### config.mk
export PLATFORM = sky130hd
export DESIGN_NAME = serial_subtractor
export DESIGN_NICKNAME = d
export VERILOG_FILES = /design/src/rtl/serial_subtractor.sv
export SDC_FILE = /design/constraint.sdc
export NUM_CORES = 1
export LEC_CHECK = 0
export CAP_MARGIN = 0
export CORE_ASPECT_RATIO = 1.5
export CORE_MARGIN = 2
export CORE_UTILIZATION = 52
export DETAILED_ROUTE_END_ITERATION = 16
export HOLD_SLACK_MARGIN = 0.05
export PLACE_DENSITY = 0.78
export SLEW_MARGIN = 20
export SYNTH_ARGS = -nofsm -noshare
export SYNTH_HDL_FRONTEND = slang
export SYNTH_SLANG_ARGS = --single-unit
### constraint.sdc
create_clock -name clk -period 1.31 [get_ports clk]
set_input_delay 0.262 -clock clk [delete_from_list [all_inputs] [get_ports clk]]
set_output_delay 0.262 -clock clk [all_outputs]
set_load 0.02 [all_outputs]
### src/rtl/serial_subtractor.sv
// Bit-serial A - B, one bit per clock LSB first, behind a start/done handshake.
// Result and final borrow are registered and held until the next operation completes.
module serial_subtractor #(
   parameter int WIDTH = 8
) (
   input  logic             clk,
   input  logic             rst_n,
   input  logic             start,
   input  logic [WIDTH-1:0] a,
   input  logic [WIDTH-1:0] b,
   output logic             busy,
   output logic             done,
   output logic [WIDTH-1:0] diff,
   output logic             borrow_out
);

   localparam int CNT_W = $clog2(WIDTH + 1);
   localparam logic [CNT_W-1:0] LAST_BIT = CNT_W'(WIDTH - 1);

   typedef enum logic [1:0] {
      IDLE  = 2'd0,
      SHIFT = 2'd1,
      DONE  = 2'd2
   } state_t;

   state_t           state_q;
   logic [WIDTH-1:0] sa_q, sb_q, sd_q, diff_q;
   logic [CNT_W-1:0] cnt_q;
   logic             br_q, borrow_q, busy_q, done_q;
   logic             bit_d, br_d;

   // Full-subtractor cell: the adder's sum/carry structure with the minuend inverted for the borrow.
   assign bit_d = sa_q[0] ^ sb_q[0] ^ br_q;
   assign br_d  = (~sa_q[0] & sb_q[0]) | (~(sa_q[0] ^ sb_q[0]) & br_q);

   // NOTE: all state updates use non-blocking assignments so every register samples pre-edge values.
   always_ff @(posedge clk or negedge rst_n) begin
      if (!rst_n) begin
         state_q  <= IDLE;
         sa_q     <= '0;
         sb_q     <= '0;
         sd_q     <= '0;
         diff_q   <= '0;
         cnt_q    <= '0;
         br_q     <= 1'b0;
         borrow_q <= 1'b0;
         busy_q   <= 1'b0;
         done_q   <= 1'b0;
      end else begin
         done_q <= 1'b0;
         case (state_q)
            IDLE: begin
               if (start) begin
                  sa_q    <= a;
                  sb_q    <= b;
                  sd_q    <= '0;
                  br_q    <= 1'b0;
                  cnt_q   <= '0;
                  busy_q  <= 1'b1;
                  state_q <= SHIFT;
               end
            end
            SHIFT: begin
               sd_q  <= {bit_d, sd_q[WIDTH-1:1]};
               sa_q  <= sa_q >> 1;
               sb_q  <= sb_q >> 1;
               br_q  <= br_d;
               cnt_q <= cnt_q + CNT_W'(1);
               if (cnt_q == LAST_BIT) begin
                  busy_q  <= 1'b0;
                  state_q <= DONE;
               end
            end
            DONE: begin
               diff_q   <= sd_q;
               borrow_q <= br_q;
               done_q   <= 1'b1;
               state_q  <= IDLE;
            end
            default: begin
               busy_q  <= 1'b0;
               state_q <= IDLE;
            end
         endcase
      end
   end

   assign busy       = busy_q;
   assign done       = done_q;
   assign diff       = diff_q;
   assign borrow_out = borrow_q;

endmodule

==> flow_summary.ini <==
[power]
total_power_mw = 4.73
power.leakage_nw = 1.09
ir_worst_vdd_mv = 1.38
powerDensity_nw_per_um2 = 2080

[worst_setup_path]
cpPeakStageDelay_ps = 390
cp_top_family = flip-flops
path_class = reg2out
cp.required_ps = 1050
r2r-end = br_q
cp_cell_sequence = dlygate4sd2_1
r2r_start = state_q[1]
path_max_fanout = 3
start_kind = register
worst_path_max_delay_cell = dfrtp_1
startpoint = busy
critPathBufInv = 1
critPathArrivalTime_ps = 1000
cp.depth = 1
critPathCaptureType = output pin
reg2reg_depth = 4
crit_end = busy
rrSetupSlack_ps = 100

[placement]
port_buffers = 29
dpl.hpwl_mm = 2.59
placed_area_sq_um = 2200
routabilityCongestion = 0.757

[sta]
skew_ps = 3.02
rsz0062_at_grt = false
worst_slew_pin_slew_ps = 233
clock.fmax_mhz = 790
hold_viol_final = 0
drv_slew = 0
setup_viol = 0
fin_crit_ps = 1270
period_share_pct = 96.6
slew_headroom_pct = 84.4

[cells_and_area]
layout_common_cells = dfrtp_1, nand2_1, clkdlybuf4s50_1
diodes = 0
syn2layout_area_growth_pct = 24.2
final_util_pct = 67.3
stdcell_area_sq_um = 2280
layout-drive-gt1-share_pct = 15.0
final_common_cell = dfrtp_1
nNetsFinal = 221

[yosys]
ys_warn_count = 0
syn_inst = 163
synth_top_area_cell = dfrtp_1
syn_area_sq_um = 1830
synth.ff_latch_count = 42
synthAdderAreaFrac_pct = 1.77
synthXorXnorAreaFrac_pct = 0
synth_compound_area_share_pct = 17.7
synth_top_family_by_area = compound AO/OA/AOI/OAI gates
yosysTopAreaCellShare_pct = 57.3
synth.top_cells.by_area = dfrtp_1, mux2_2, a31oi_1, and2_1, a22o_1
post_synth.cell_area_avg_sq_um = 11.2
synth_simple_gate_area_share_pct = 12.6
yosysSeqAreaShare_pct = 57.3
syn_nets = 184
yosys.cell_types.count = 27
synthMuxAreaShare_pct = 5.53

[floorplanning]
io_pins = 30
dieArea_sq_um = 4030
row_count = 26
start_util_pct = 54.2
die_y_um = 76.7
coreArea_sq_um = 3380
die_x_um = 52.5

[route]
wl_mm = 3.55
viasPerCell = 5.51
vias = 1334
ant_nets = 0
drc = 0
drt_pre_antenna_iters = 4
initialDrtViolationCount = 18
wire_per_inst_um = 14.7

[clocking]
clk_pin_slew_worst_paths_ps = 70
cts_sinks = 42
numCtsBuffers = 5
clockRootBuffer = clkbuf_8
cts_setup_buffers = 0
insertion_delay_ps = 290
cts_tree = done
cts_buffer_depth = 2
h-tree-depth = 2

[grt]
grt_pass1_vias = 1398
antenna_found_initial = 0
gr-usage-all-layers_pct = 20.7
grt_pass1_wl_mm = 6.18
grt_max_degree = 43
overflow = 0

[worst_hold_path]
hold_class = in2async

[status]
outcome = finished clean

[run]
maxCapViolCount = 0
## cell usage after synthesis
master,count
a22o_1,9
buf_2,5
nand3b_1,2
a41oi_1,1
and2_1,14
nand3_1,1
o21a_1,1
inv_2,1
nand2_1,20
buf_4,2
o21ai_0,12
fa_1,1
dfrtp_1,42
o22ai_1,1
nor2b_1,4
ha_1,1
mux2_2,9
a31oi_1,15
o21ai_1,7
buf_6,3
nand2_2,1
a21oi_1,3
nor3b_1,1
nor2_1,1
nand2b_1,1
inv_1,4
o21bai_4,1
## logic make-up after synthesis
family	after synthesis
multiplexers	9
AO/OA/AOI/OAI	50
adder cells (fa/ha/maj)	2
flip-flops	42
buffers and inverters	15
AND/OR/NAND/NOR	45
## worst reg2reg max path, cell delays in order, from the launching register on
cell     delay, ps
dfrtp_1        430
buf_4          200
nor2b_1        180
buf_4          200
a22o_1         150
## per-stage QoR
step	hold WS (ps)	setup TNS [ps]	setup slack, ps	std cells
2_1_floorplan	-33.6	0	183	163
3_3_place_gp	250	-1200	-78.4	234
6_report	470	0	44.4	242
4_1_cts	480	0	33.7	242
3_5_place_dp	253	-1900	-149	234
5_1_grt	508	0	1.33	242
## routing by layer
metal	vias to the layer above	track usage [%]	share of wire (%)
met1	657	23.7	40
met4	0	6.92	1.6
met5	-	0	0
li1	638	-	-
met3	5	5.25	4.4
met2	34	36.1	54
## flip-flops by register name, indices dropped and copies added (netlist names), 2 cells and up
name     flops
sa_q         8
state_q      2
sb_q         8
diff         8
cnt_q        4
sd_q         8
## layout make-up
type / count / area [sq um]
fillers: 295 / 1110
flip-flops and latches: 42 / 1050
multi-input cells: 106 / 689
repair buffers: 40 / 385
clock buffers: 5 / 68.8
well taps: 42 / 52.6
inverters: 5 / 18.8
clock inverters: 2 / 10.0
## worst min-delay path by stage
stage                  to  slack, ps  start
2_1_floorplan  borrow_out        -30  rst_n
3_3_place_gp      diff[6]        250  rst_n
4_1_cts        borrow_out        480  rst_n
6_report          diff[6]        470  rst_n
3_5_place_dp      diff[6]        250  rst_n
5_1_grt           diff[6]        510  rst_n
## power breakdown
group / switching (mW) / internal (mW)
Combinational: 0.916 / 0.898
Sequential: 0.351 / 1.80
Clock: 0.410 / 0.357
Total: 1.68 / 3.05
## what timing repair did
action,4_1_cts,5_1_grt
setup endpoints to repair,11,1
gates resized for setup,11,1
gates cloned,0,0
endpoints found under the hold margin,42,0
hold buffers,1,0
Power figures use the tool's default switching activity.
